[src/rtl/readout_pkg.sv]
// readout_pkg: shared encodings, phase lengths and exposure limits
// for the readout timer slice.
package readout_pkg;

  typedef enum logic [1:0] {
    MS_IDLE     = 2'b00,
    MS_EXPOSURE = 2'b01,
    MS_READOUT  = 2'b10,
    MS_ILLEGAL  = 2'b11
  } main_state_e;

  typedef enum logic [2:0] {
    RD_INIT    = 3'b000,
    RD_NRE_1   = 3'b001,
    RD_ADC_1   = 3'b010,
    RD_NOTHING = 3'b011,
    RD_NRE_2   = 3'b100,
    RD_ADC_2   = 3'b101,
    RD_END     = 3'b110,
    RD_UNUSED  = 3'b111
  } rd_phase_e;

  localparam logic [2:0] T_NRE = 3'd2;
  localparam logic [2:0] T_ADC = 3'd2;
  localparam logic [2:0] T_GAP = 3'd1;

  localparam logic [4:0] EXP_MIN = 5'd2;
  localparam logic [4:0] EXP_MAX = 5'd30;
  localparam logic [4:0] EXP_DEF = 5'd15;

  // The illegal main-state code behaves as IDLE.
  function automatic main_state_e decode_main(
    input logic [1:0] raw
  );
    if (raw == 2'b11) return MS_IDLE;
    return main_state_e'(raw);
  endfunction

  // Cycles spent in a timed phase; untimed phases report 1.
  function automatic logic [2:0] phase_len(
    input rd_phase_e p
  );
    logic [2:0] len;
    len = 3'd1;
    case (p)
      RD_NRE_1, RD_NRE_2: len = T_NRE;
      RD_ADC_1, RD_ADC_2: len = T_ADC;
      RD_NOTHING:         len = T_GAP;
      default:            len = 3'd1;
    endcase
    return len;
  endfunction

endpackage

[src/rtl/readout_timer_counter.sv]
// rd_phase_counter: counts cycles spent in the current readout phase.
// Ports: clk_i, rst_i (sync, active-high), clr_i (restart at 0),
//        len_i (phase length), tc_o (last cycle of the phase).
module rd_phase_counter
  import readout_pkg::*;
(
  input  logic       clk_i,
  input  logic       rst_i,
  input  logic       clr_i,
  input  logic [2:0] len_i,
  output logic       tc_o
);

  logic [2:0] cnt_q;
  logic [2:0] cnt_d;

  // Saturate so a long END phase never wraps into a false tc.
  always_comb begin
    cnt_d = cnt_q;
    if (clr_i) begin
      cnt_d = 3'd0;
    end else if (cnt_q != 3'd7) begin
      cnt_d = cnt_q + 3'd1;
    end
  end

  always_ff @(posedge clk_i) begin
    if (rst_i) begin
      cnt_q <= 3'd0;
    end else begin
      cnt_q <= cnt_d;
    end
  end

  assign tc_o = (cnt_q == (len_i - 3'd1));

endmodule

[src/rtl/readout_timer.sv]
// readout_timer: exposure countdown, exposure-length register and
// readout phase sequencer driven by the main control state.
// Ports: i_Clock, i_Reset (sync, active-high), i_Main_FSM (2b),
//        i_Exp_Inc, i_Exp_Dec (level), o_count_time (5b),
//        o_RD_FSM (3b), o_Exp_Time (5b).
// Build option: READOUT_EXP_ADJUST_EN enables Inc/Dec adjustment;
// otherwise the exposure length is fixed at EXP_DEF.
module readout_timer
  import readout_pkg::*;
(
  input  logic       i_Clock,
  input  logic       i_Reset,
  input  logic [1:0] i_Main_FSM,
  input  logic       i_Exp_Inc,
  input  logic       i_Exp_Dec,
  output logic [4:0] o_count_time,
  output logic [2:0] o_RD_FSM,
  output logic [4:0] o_Exp_Time
);

  main_state_e main_s;
  assign main_s = decode_main(i_Main_FSM);

  logic [4:0] exp_w;

`ifdef READOUT_EXP_ADJUST_EN
  logic       inc_q;
  logic       dec_q;
  logic       inc_rise;
  logic       dec_rise;
  logic [4:0] exp_q;
  logic [4:0] exp_d;

  assign inc_rise = i_Exp_Inc & ~inc_q;
  assign dec_rise = i_Exp_Dec & ~dec_q;

  // Coincident edges cancel; limits saturate.
  always_comb begin
    exp_d = exp_q;
    if (main_s == MS_IDLE) begin
      if (inc_rise && !dec_rise && exp_q < EXP_MAX) begin
        exp_d = exp_q + 5'd1;
      end else if (dec_rise && !inc_rise && exp_q > EXP_MIN) begin
        exp_d = exp_q - 5'd1;
      end
    end
  end

  always_ff @(posedge i_Clock) begin
    if (i_Reset) begin
      inc_q <= 1'b0;
      dec_q <= 1'b0;
      exp_q <= EXP_DEF;
    end else begin
      inc_q <= i_Exp_Inc;
      dec_q <= i_Exp_Dec;
      exp_q <= exp_d;
    end
  end

  assign exp_w = exp_q;
`else
  logic unused_exp_in;
  assign unused_exp_in = i_Exp_Inc ^ i_Exp_Dec;
  assign exp_w = EXP_DEF;
`endif

  assign o_Exp_Time = exp_w;

  rd_phase_e  rd_q;
  rd_phase_e  rd_d;
  logic [4:0] cnt_q;
  logic [4:0] cnt_d;
  logic       ph_tc;
  logic       ph_clr;

  always_comb begin
    rd_d = rd_q;
    if (main_s != MS_READOUT) begin
      rd_d = RD_INIT;
    end else begin
      case (rd_q)
        RD_INIT:    rd_d = RD_NRE_1;
        RD_NRE_1:   if (ph_tc) rd_d = RD_ADC_1;
        RD_ADC_1:   if (ph_tc) rd_d = RD_NOTHING;
        RD_NOTHING: if (ph_tc) rd_d = RD_NRE_2;
        RD_NRE_2:   if (ph_tc) rd_d = RD_ADC_2;
        RD_ADC_2:   if (ph_tc) rd_d = RD_END;
        RD_END:     rd_d = RD_END;
        default:    rd_d = RD_INIT;
      endcase
    end
  end

  // Any phase change restarts the duration count.
  assign ph_clr = (rd_d != rd_q);

  rd_phase_counter u_ph_cnt (
    .clk_i (i_Clock),
    .rst_i (i_Reset),
    .clr_i (ph_clr),
    .len_i (phase_len(rd_q)),
    .tc_o  (ph_tc)
  );

  // IDLE keeps the countdown preloaded for the next exposure.
  always_comb begin
    cnt_d = cnt_q;
    case (main_s)
      MS_IDLE:     cnt_d = exp_w;
      MS_EXPOSURE: if (cnt_q != 5'd0) cnt_d = cnt_q - 5'd1;
      default:     cnt_d = cnt_q;
    endcase
  end

  always_ff @(posedge i_Clock) begin
    if (i_Reset) begin
      rd_q  <= RD_INIT;
      cnt_q <= EXP_DEF;
    end else begin
      rd_q  <= rd_d;
      cnt_q <= cnt_d;
    end
  end

  assign o_RD_FSM     = rd_q;
  assign o_count_time = cnt_q;

endmodule

[config.mk]
export PLATFORM = sky130hd
export DESIGN_NAME = readout_timer
export DESIGN_NICKNAME = d
export VERILOG_FILES = /design/src/rtl/readout_pkg.sv /design/src/rtl/readout_timer_counter.sv /design/src/rtl/readout_timer.sv
export SDC_FILE = /design/constraint.sdc
export NUM_CORES = 1
export LEC_CHECK = 0
export ABC_AREA = 1
export CORE_UTILIZATION = 35
export CTS_CLUSTER_SIZE = 25
export DETAILED_ROUTE_END_ITERATION = 10
export PLACE_DENSITY_LB_ADDON = 0.08
export RECOVER_POWER = 25
export SLEW_MARGIN = 30
export SYNTH_ARGS = -nofsm -noshare
export SYNTH_HDL_FRONTEND = slang
export SYNTH_SLANG_ARGS = --single-unit
[constraint.sdc]
create_clock -name i_Clock -period 3.3 [get_ports i_Clock]
set_clock_uncertainty 0.1 [all_clocks]
set_input_delay 0.33 -clock i_Clock [delete_from_list [all_inputs] [get_ports i_Clock]]
set_output_delay 0.33 -clock i_Clock [all_outputs]
set_load 0.01 [all_outputs]
### Word-level counts from Yosys, hierarchy flattened

Cells that the tools add are included.

| cells by class | value |
|---|---|
| add/sub/neg operators | 3 |
| multipliers | 0 |
| div/mod/pow operators | 0 |
| $lt $le $gt $ge | 0 |
| equality and inequality tests | 13 |
| shifts and indexed selects | 0 |
| multiplexer cells | 13 |
| bitwise gates (word level) | 0 |
| reductions and logical operators | 7 |

Operator list:

| kind | number |
|---|---|
| $pmux 3 s7 | 1 |
| $mux 3 | 6 |
| $pmux 5 s2 | 1 |
| $eq 3x3->1 const B | 3 |
| $eq 3x2->1 const B | 2 |
| $mux 2 | 3 |
| $mux 5 | 1 |
| $reduce_bool 5->1 | 1 |
| $sub 5x1->5 const B | 1 |
| $ne 2x2->1 const B | 2 |
| $reduce_or 4->1 | 1 |
| $add 3x1->3 const B | 1 |
| $eq 3x1->1 const B | 1 |
| $eq 3x3->1 | 1 |
| $logic_not 3->1 | 1 |
| $ne 3x3->1 | 1 |
| $ne 3x3->1 const B | 1 |
| $sub 2x1->3 const B | 1 |
| $eq 2x1->1 const B | 1 |
| $eq 2x2->1 const B | 1 |
| $logic_not 2->1 | 1 |
| $reduce_and 2->1 | 1 |
| $reduce_bool 2->1 | 1 |
| $reduce_or 2->1 | 1 |
| $mux 1 | 1 |

| storage, ports and cells | value |
|---|---|
| flip-flop bits (word level) | 11 |
| bits in latches | 0 |
| bits in writable memories | 0 |
| bits in read-only memories | 0 |
| input port bits | 6 |
| logic and storage cells | 39 |
| memories | 0 |

### Depth between registers and ports, before layout

Gate-level depths: netlist (run 1).

| logic depth | value |
|---|---|
| depth after elaboration | 10 |
| gate-level depth with buffers | 11 |
| gate-level depth less buffers | 11 |

### Modules after synthesis

From an unflattened synthesis (run 1), not the netlist that was laid out.

| second synthesis, totals | value |
|---|---|
| cell total of the unflattened synthesis | 120 |
| area total of the unflattened synthesis | 795.8 sq um |

Modules (own cells, without submodules):

| module | instances | cells each | area each (sq um) | seq. area each (sq um) |
|---|---|---|---|---|
| readout_timer | 1 | 85 | 576.8 | 160.2 |
| rd_phase_counter | 1 | 35 | 219.0 | 60.1 |

### Worst setup path before layout (run 1)

Ideal clock, no wire load.

| timing path | value |
|---|---|
| path type | register to register |
| start | register cnt_q[0], in the netlist o_count_time[0] |
| end | register cnt_q[3], in the netlist o_count_time[3] |
| library setup time | 0.062 ns |
| arrival time | 1.333 ns |
| data required time | 3.138 ns |
| setup slack | 1.805 ns |
| cell stages (with the launch flop) | 9 |
| buffers on the path | 0 |
| clock period less this slack | 1.495 ns |
| cells stage by stage | dfxtp_1 -> inv_1 -> ha_1 -> nand4_1 -> o21ai_1 -> nor2_1 -> nand2_1 -> or2_2 -> nand3_1 |

| between the ends | value |
|---|---|
| cells in the longest elaborated chain, start to end | 3 |
| elaborated cells on any way between the ends | 6 |

Ends and longest elaborated chain:

| what | RTL line | text |
|---|---|---|
| start, declared | readout_timer.sv:72 | `logic [4:0] cnt_q;` |
| start signal, assigned | readout_timer.sv:122 | `cnt_q <= cnt_d;` |
| $sub 5x1->5 / $reduce_bool 5->1 (equally long branches) | readout_timer.sv:111 | `MS_EXPOSURE: if (cnt_q != 5'd0) cnt_d = cnt_q - 5'd1;` |
| $mux 5 / $ne 2x2->1 (equally long branches) | - |  |
| $pmux 5 s2 / $reduce_and 2->1 (equally long branches) | - |  |

Parallel ways exist; a longest one is shown, timed or not. The select of a mux whose other input is x is not followed.
A chain may end at the register's enable or synchronous reset.

### Worst setup path in the final report (run 1)

| timing path | value |
|---|---|
| start | input port i_Main_FSM[0] |
| end | register cnt_q[4], in the netlist o_count_time[4] |

| between the ends | value |
|---|---|
| cells in the longest elaborated chain, start to end | 6 |
| elaborated cells on any way between the ends | 9 |

Ends and longest elaborated chain:

| what | RTL line | text |
|---|---|---|
| start, declared | readout_timer.sv:13 | `input logic [1:0] i_Main_FSM,` |
| $eq 2x2->1 | readout_pkg.sv:35 | `if (raw == 2'b11) return MS_IDLE;` |
| $mux 1 | readout_pkg.sv:35 |  |
| $mux 2 (*) | readout_pkg.sv:36 | `return main_state_e'(raw);` |
| $eq 2x1->1 / $logic_not 2->1 (equally long branches) | readout_timer.sv:109 | `case (main_s)` |
| $ne 2x2->1 (no line) / $reduce_bool 2->1 (equally long branches) | - |  |
| $reduce_and 2->1 (no line) | - |  |

Mark *: on every way between the ends. The rest lies on a longest branch, timed or not.

==> results of run 1 <==
==> worst max-delay path, stage by stage <==
cell and delay, ns:
clkdlybuf4s50_1 0.48, inv_1 0.05, ha_1 0.30, o21ai_1 0.29
inv_1 0.10, nand3b_1 0.13, nor2_1 0.05, nand2_1 0.06
a21boi_1 0.05
==> synth_stat cells <==
master    instances
a21boi_1          1
a211o_1           1
or2_2             1
nand3b_2          1
nand4_1           4
o21ai_0           1
a21oi_1           6
a211oi_1          1
nand2_1          14
nand2_2           4
o21ai_1           2
buf_4             5
ha_1              6
nand3_1           4
nand3_2           2
xor2_1            1
conb_1            2
dfxtp_1          11
inv_1            12
mux2i_1           2
nor2_2            1
nor2_1           12
nand3b_1          2
a21boi_0          1
==> where the power goes <==
group / internal [mW] / switching, mW / leakage, nW
clock: 0.0467 / 0.0444 / 0.0150
sequential: 0.139 / 0.00648 / 0.0898
combinational: 0.0246 / 0.0306 / 0.287
==> cell families after synthesis <==
group                      Yosys count  synth area share
DFF                                 11             0.307
buffers and inverters               17             0.115
other                                2            0.0105
xor gates and xnor gates             1            0.0122
and+or+nand+nor                     45             0.316
AOI/OAI and AO/OA                   13             0.106
adders and majority gates            6             0.105
muxes                                2            0.0279
==> metrics by stage <==
stage | utilization | hold slack [ns] | area, um^2 | setup slack, ns | instances
2_1_floorplan | - | 0.302 | 728 | 1.81 | 100
3_3_place_gp | 0.430 | 0.380 | 835 | 1.23 | 133
3_5_place_dp | 0.430 | 0.387 | 835 | 1.23 | 133
4_1_cts | 0.443 | 0.397 | 861 | 1.52 | 137
5_1_grt | 0.438 | 0.448 | 851 | 1.33 | 137
6_report | 0.438 | 0.390 | 851 | 1.51 | 137
==> layout by cell type (no fill, tap or decap), types with 2 or more instances in the layout <==
cell type,count
nand2_1,16
inv_1,12
nor2_1,12
dfxtp_1,11
clkdlybuf4s50_1,10
a21oi_1,6
ha_1,6
nand3_1,5
conb_1,5
nand4_1,4
clkbuf_4,3
o21ai_1,2
nand2_2,2
nand3b_1,2
mux2i_1,2
==> worst max-delay path by stage <==
stage	end
final	o_count_time[4]
after global placement	o_count_time[4]
after detailed placement	o_count_time[4]
after CTS	o_count_time[4]
after global routing	o_count_time[4]
after floorplan	o_count_time[3]
==> area by class of cell <==
type | instances | area [um^2] | share of cell area
Tap cell | 27 | 33.8 | 0.0397
Multi-Input combinational cell | 72 | 415 | 0.488
Timing Repair Buffer | 11 | 110 | 0.129
Inverter | 12 | 45.0 | 0.0529
Sequential cell | 11 | 220 | 0.259
Clock buffer | 4 | 26.3 | 0.0309
==> flip-flops by register name, summed over array words and instances (netlist names) <==
signal	flops
u_ph_cnt.cnt_q	3
o_RD_FSM	3
o_count_time	5
==> metal layers <==
| layer | track usage | wire length (um) |
|---|---|---|
| met5 | 0 | 0 |
| met4 | 0.0171 | 9 |
| met1 | 0.181 | 630 |
| met3 | 0.0577 | 57 |
| met2 | 0.186 | 554 |
==> impl_results.md, run 1 <==
* Pins Over Slew Limit at 0
* WHS Endpoint: o_count_time[4]
* Syn Std Cell Area at 717 um^2
* CTS Buf Count at 3
* Post-layout power at 0.291 mW
* Status: complete, no violations
* Final Hold Viols at 0
* RD Place Congestion at just under 0.8
* CORE AREA at between 1500 and 2000 um^2
* Area grow syn2layout at 18.7%
* Via Count at 631
* CTS clk-pin slew, worst paths at roughly 0.070 ns
* Period utilization at 0.542
* First-pass GRT wire length at approximately 2.0 mm
* Seq cells post-synth at 11
* Initial Utilization at 0.369
* Maximum clock path buffer count at 2
* Detailed Place HPWL at about 970 um
* Mapped Cells at 97
* Min Tclk post-route at approximately 1.8 ns
* Root buffer cell: clkbuf_4
* I/O Pins at 19
* Largest cells by area after synthesis: dfxtp_1, ha_1, nand2_1
* R2R cell count at 11
* Pwr dens at around 340 nW/um^2
* Filler cells at around 220
* Fmax at 559 MHz
* Largest net degree at the start of global routing at 9
* Placement Rows at 16
* Setup CP Type: in -> reg
* Clock Latency Late Sink at ~0.26 ns
* Drc violations at 0
* Nets at between 100 and 150
* H-Tree Depth at 1
* Die height at roughly 47 um
* Post-DR wirelength/cell at between 9 and 10 um
* Iter 0 DRT Violations at 17
* Setup_tns at 0 ns
* Clock Sinks at 11
* R2R Path Start: o_RD_FSM[0]
* Crit path launch: i_Main_FSM[0]
* Gr usage total at 0.129
* Diode count at 0
* Seq/Total Area, Yosys at 0.307
* # resized after CTS at 0
* Peak supply drop at about 0.23 mV
* Share of Yosys cell area claimed by the top area cell type at 0.307
* TritonRoute pass-1 iters at 4
* Layout cells sized above 1 at 0.0818
* Final setup violation count at 0
* Postcts setup bufs at 0
* Arr. time, crit path at about 1.8 ns
* P_leak at slightly below 0.4 nW
* Antenna violations before repair at 0
* Worst hold stages at 2
* Die area at 2230 um^2
* Total global routing overflow at 0
* Final WL at about 1.3 mm
* Synthesis Warnings at 0
* Post-cts hold buffer count at 0
* Reg-to-reg slack, setup at roughly 1.7 ns
* Routed vias/inst at approximately 4.6
* Max Fanout on Critical Path at 5
* Worst path required time at between 3 and 4 ns
* Worst Min Path Start: o_count_time[4]
* CP Capture Type: flip-flop
* CP Launch Type: input pin
* RSZ-0062 raised after global routing: no
* Yosys cell types at 24
* Area leader, netlist: dfxtp_1
* Reg2reg end: u_ph_cnt.cnt_q[1]
* Final ANT Viol Nets at 0
* IO Port Bufs at 11
* Syn Area/Cell at around 7.4 um^2
* Hold/Removal Path Class: reg -> reg
* Die X at 47.3 um
* Number of global-route vias before repair at roughly 500
* Max Cap Viol at 0
* CTS tree: yes
Note: power is estimated with default switching activity, not from simulation.
==> run 2, diff against run 1 <==
==> constraint.sdc (replaced) <==
create_clock -name i_Clock -period 1.7 [get_ports i_Clock]
set_clock_uncertainty 0.1 [all_clocks]
set_input_delay 0.17 -clock i_Clock [delete_from_list [all_inputs] [get_ports i_Clock]]
set_output_delay 0.17 -clock i_Clock [all_outputs]
set_load 0.01 [all_outputs]
==> run 2 against run 1 <==
Against the previous run: combinational power is 120% higher; critical path depth is 7 lower; worst setup slack worse by 1.4 ns; final cell count is 2.9% higher; largest cell class unchanged; die area stayed put; highest routed layer unchanged; power is 100% higher.
==> impl_results.md, run 2 (synthesized netlist as in run 1, its figures left out) <==
* Gr usage total at 0.138
* Pins Over Slew Limit at 0
* Layout cells sized above 1 at 0.149
* Initial Utilization at 0.369
* Maximum clock path buffer count at 2
* Max Cap Viol at 0
* Worst path required time at between 1 and 1.5 ns
* # resized after CTS at 0
* Arr. time, crit path at roughly 1.3 ns
* Logic pwr share at 0.208
* Post-Place Worst Slack at -0.221 ns
* Total global routing overflow at 0
* CP Capture Type: primary output
* Clock Latency Late Sink at 0.27 ns
* CP Launch Type: flip-flop
* H-Tree Depth at 1
* Die height at approximately 47 um
* Nets at 127
* Area grow syn2layout at 24.8%
* TritonRoute pass-1 iters at 6
* Drc violations at 0
* First-pass GRT wire length at around 2.1 mm
* Via Count at 640
* Post-route setup slack at between 0.09 and 0.1 ns
* Post-Place Cells at around 140
* Root buffer cell: clkbuf_4
* Hold/Removal Path Class: reg -> reg
* Flip-flop count of the largest register after layout at 5
* Pwr dens at 656 nW/um^2
* Diode count at 0
* Clock group share of total power at 0.312
* Post-route non-filler standard cell count at 141
* Die X at approximately 47 um
* Int Power at approximately 0.42 mW
* Final WL at 1.39 mm
* P_sw at approximately 0.17 mW
* Final setup violation count at 0
* Period utilization at 0.944
* CTS tree: yes
* Setup CP Type: reg -> out
* Iter 0 DRT Violations at 14
* Core Util, Final at 0.461
* Post-DR wirelength/cell at 9.87 um
* Most frequent cells in the layout: nand2_1, inv_1, nor2_1
* Post-cts hold buffer count at 0
* Detailed Place HPWL at between 1 and 1.5 mm
* IO Port Bufs at 11
* CTS clk-pin slew, worst paths at 0.07 ns
* Switching part of the total at 0.288
* I/O Pins at 19
* Status: complete, no violations
* Largest net degree at the start of global routing at 9
* Commonest non-fill, non-tap cell in the layout: nand2_1
* Placed Area at around 860 um^2
* M1 GR Usage at 0.169
* Most used routing layer: met2
* Min Tclk post-route at about 1.6 ns
* Number of global-route vias before repair at roughly 510
* Postcts setup bufs at 0
* RSZ-0062 raised after global routing: no
* RD Place Congestion at 0.768
* Worst hold slack at ~0.4 ns
* GR Layer Usage met2 at 0.208
* Max Fanout on Critical Path at 4
* Sequential Power Share at 0.480
* Final ANT Viol Nets at 0
* Routed vias/inst at roughly 4.5
* P_leak at 0.418 nW
* Final Hold Viols at 0
* Antenna violations before repair at 0
* CTS Buf Count at 3
* Peak supply drop at 0.347 mV
* Die area at between 2000 and 2500 um^2
* Fmax at around 620 MHz
* Placement Rows at 16
* Fin area at approximately 890 um^2
* Clock Sinks at 11
* CORE AREA at between 1500 and 2000 um^2
* Routing usage on met3 at 0.0577
[run 2: layer usage]
metal  vias to the layer above  wire (um)
li1                        339          -
met1                       281        668
met2                        16        643
met3                         4         53
met4                         0         27
met5                         -          0
[run 2: power groups by stage]
| stage | clock [mW] | sequential, mW | combinational, mW |
|---|---|---|---|
| 2_1_floorplan | 0 | 0.289 | 0.0823 |
| 3_5_place_dp | 0 | 0.287 | 0.121 |
| 4_1_cts | 0.195 | 0.281 | 0.121 |
| 6_report | 0.183 | 0.282 | 0.122 |
| 3_3_place_gp | 0 | 0.287 | 0.120 |
| 5_1_grt | 0.209 | 0.283 | 0.139 |
[run 2: through the flow]
stage | setup TNS [ns] | power, mW
3_3_place_gp | -0.730 | 0.407
6_report | 0 | 0.587
3_5_place_dp | -0.789 | 0.408
5_1_grt | 0 | 0.632
4_1_cts | 0 | 0.597
2_1_floorplan | 0 | 0.371
[run 2: layout make-up]
type | instances | area (um^2)
clock buffer | 4 | 26.3
fill | 216 | 1050
inverter | 12 | 45.0
multi-input combinational | 72 | 429
sequential | 11 | 220
tap | 27 | 33.8
timing repair buffer | 15 | 140
[run 2: final timing paths]
kind	start	endpoint	slack [ns]	cells past startpoint
min	o_count_time[4]	o_count_time[4]	0.40	2
max reg2reg	o_count_time[0]	o_count_time[3]	0.15	8
min reg2reg	o_count_time[4]	o_count_time[4]	0.40	2
max	o_RD_FSM[0]	o_RD_FSM[0]	0.09	2
[run 2: worst max-delay path, cell delays in order (launching register included)]
cell	delay, ns
dfxtp_1	0.38
buf_4	0.15
clkdlybuf4s50_1	0.53
==> run 3, diff against run 2 <==
--- a/config.mk
+++ b/config.mk
@@ -11,7 +11,7 @@
 export DETAILED_ROUTE_END_ITERATION = 10
 export PLACE_DENSITY_LB_ADDON = 0.08
 export RECOVER_POWER = 25
-export SLEW_MARGIN = 30
+export SLEW_MARGIN = 20
 export SYNTH_ARGS = -nofsm -noshare
 export SYNTH_HDL_FRONTEND = slang
 export SYNTH_SLANG_ARGS = --single-unit
==> constraint.sdc (replaced) <==
create_clock -name i_Clock -period 1.8 [get_ports i_Clock]
set_clock_uncertainty 0.1 [all_clocks]
set_input_delay 0.18 -clock i_Clock [delete_from_list [all_inputs] [get_ports i_Clock]]
set_output_delay 0.18 -clock i_Clock [all_outputs]
set_load 0.01 [all_outputs]
==> run 3 against run 2 <==
Against the previous run: critical path depth increased by 7; power shrank 7.3%; clock power decreased by 9%; critical path type is now in -> reg; critical endpoint is now o_count_time[4]; highest routed layer unchanged.
==> impl_results.md, run 3 (synthesized netlist as in run 1, its figures left out) <==
* Final setup violation count at 0
* Max Fanout on Critical Path at 5
* Iter 0 DRT Violations at 7
* Die height at approximately 47 um
* IO Port Bufs at 11
* Max Cap Viol at 0
* Initial Utilization at 0.369
* Commonest non-fill, non-tap cell in the layout: nand2_1
* TritonRoute pass-1 iters at 4
* Number of global-route vias before repair at ~530
* Post-cts hold buffer count at 0
* Fin area at 876 um^2
* Post-DR wirelength/cell at between 9 and 10 um
* Arr. time, crit path at 1.72 ns
* Hold/Removal Path Class: reg -> reg
* Detailed Place HPWL at roughly 1.0 mm
* Setup CP Type: in -> reg
* Fmax at 603 MHz
* Most frequent cells in the layout: nand2_1, inv_1, nor2_1
* Post-Place Cells at about 140
* Post-layout power at ~0.54 mW
* CTS clk-pin slew, worst paths at roughly 0.070 ns
* Diode count at 0
* H-Tree Depth at 1
* Nets at about 130
* Max stage delay cell, worst path: clkdlybuf4s50_1
* Root buffer cell: clkbuf_4
* Status: complete, no violations
* RSZ-0062 raised after global routing: no
* Gr usage total at 0.138
* Area grow syn2layout at 22.2%
* Most frequent CP cell: inv_1
* Clock Latency Late Sink at 0.27 ns
* Cells along the critical path: clkdlybuf4s50_1 > inv_1 > ha_1 > o21ai_1 > inv_1 > nand3b_1 > nor2_1 > nand2_1 > a21boi_1
* Postcts setup bufs at 0
* Via Count at 640
* Flip-flop count of the largest register after layout at 5
* First-pass GRT wire length at 2.11 mm
* Total global routing overflow at 0
* Largest net degree at the start of global routing at 9
* CTS tree: yes
* Period utilization at 0.922
* CORE AREA at 1940 um^2
* Pins Over Slew Limit at 0
* Clock Sinks at 11
* CP Launch Type: input pin
* Core Util, Final at 0.451
* Final WL at around 1.3 mm
* I/O Pins at 19
* RD Place Congestion at approximately 0.77
* Worst path required time at 1.86 ns
* Post-route setup slack at between 0.1 and 0.15 ns
* # resized after CTS at 0
* Max incr delay on CP at between 0.4 and 0.5 ns
* Die area at approximately 2200 um^2
* Drc violations at 0
* Post-route non-filler standard cell count at 140
* Die X at 47.3 um
* CP Capture Type: flip-flop
* Min Tclk post-route at 1.66 ns
* Maximum clock path buffer count at 2
* Placement Rows at 16
* Post-Place Worst Slack at -0.133 ns
* Final Hold Viols at 0
* Final ANT Viol Nets at 0
* Peak supply drop at 0.451 mV
* CTS Buf Count at 3
* P_leak at between 0.4 and 0.5 nW
* Antenna violations before repair at 0
* Layout cells sized above 1 at 0.115
* Routed vias/inst at between 4 and 5
* Filler cells at between 200 and 250
* Pwr dens at ~620 nW/um^2
* Placed Area at roughly 860 um^2
## run 3: cell count changes in the layout (fill, tap and decap cells not counted), sizes merged
cell and delta:
buf -1, clkdlybuf4s50 -1, dlygate4sd3 +1
## run 3: area by class of cell
cell class	instances	area [um^2]	area share
repair buffers	14	133	0.151
clock buffers	4	26.3	0.0300
well taps	27	33.8	0.0386
multi-input cells	72	418	0.477
inverters	12	45.0	0.0514
flip-flops and latches	11	220	0.251
## run 3: worst paths after layout
| kind | end | startpoint | slack [ns] | depth (start not counted) |
|---|---|---|---|---|
| max | o_count_time[4] | i_Main_FSM[0] | 0.14 | 9 |
| max reg2reg | u_ph_cnt.cnt_q[1] | o_RD_FSM[1] | 0.20 | 11 |
| min | o_count_time[4] | o_count_time[4] | 0.39 | 2 |
| min reg2reg | o_count_time[4] | o_count_time[4] | 0.39 | 2 |
## run 3: power breakdown
| group | total [mW] | switching (mW) | internal [mW] |
|---|---|---|---|
| clock | 0.167 | 0.0817 | 0.0858 |
| sequential | 0.267 | 0.0124 | 0.254 |
| combinational | 0.110 | 0.0587 | 0.0509 |
| total | 0.544 | 0.153 | 0.391 |
## run 3: per-layer routing
metal	global-route usage	routed length [um]	share of wire
met5	0	0	0
met4	0.0514	19	0.015
met3	0.0692	48	0.037
met2	0.192	563	0.44
met1	0.182	660	0.51
## run 3: per-stage QoR
step / TNS, ns / hold WS, ns
after floorplan: 0 / 0.152
after global placement: -0.271 / 0.382
after detailed placement: -0.286 / 0.391
after CTS: 0 / 0.401
after global routing: 0 / 0.431
final: 0 / 0.392
## run 3: critical path: cells and delay by family
family          cells  cell delay (ns)
fa+ha+maj           1             0.30
buf+inv             3             0.63
compound gates      2             0.36
simple gates        3             0.24
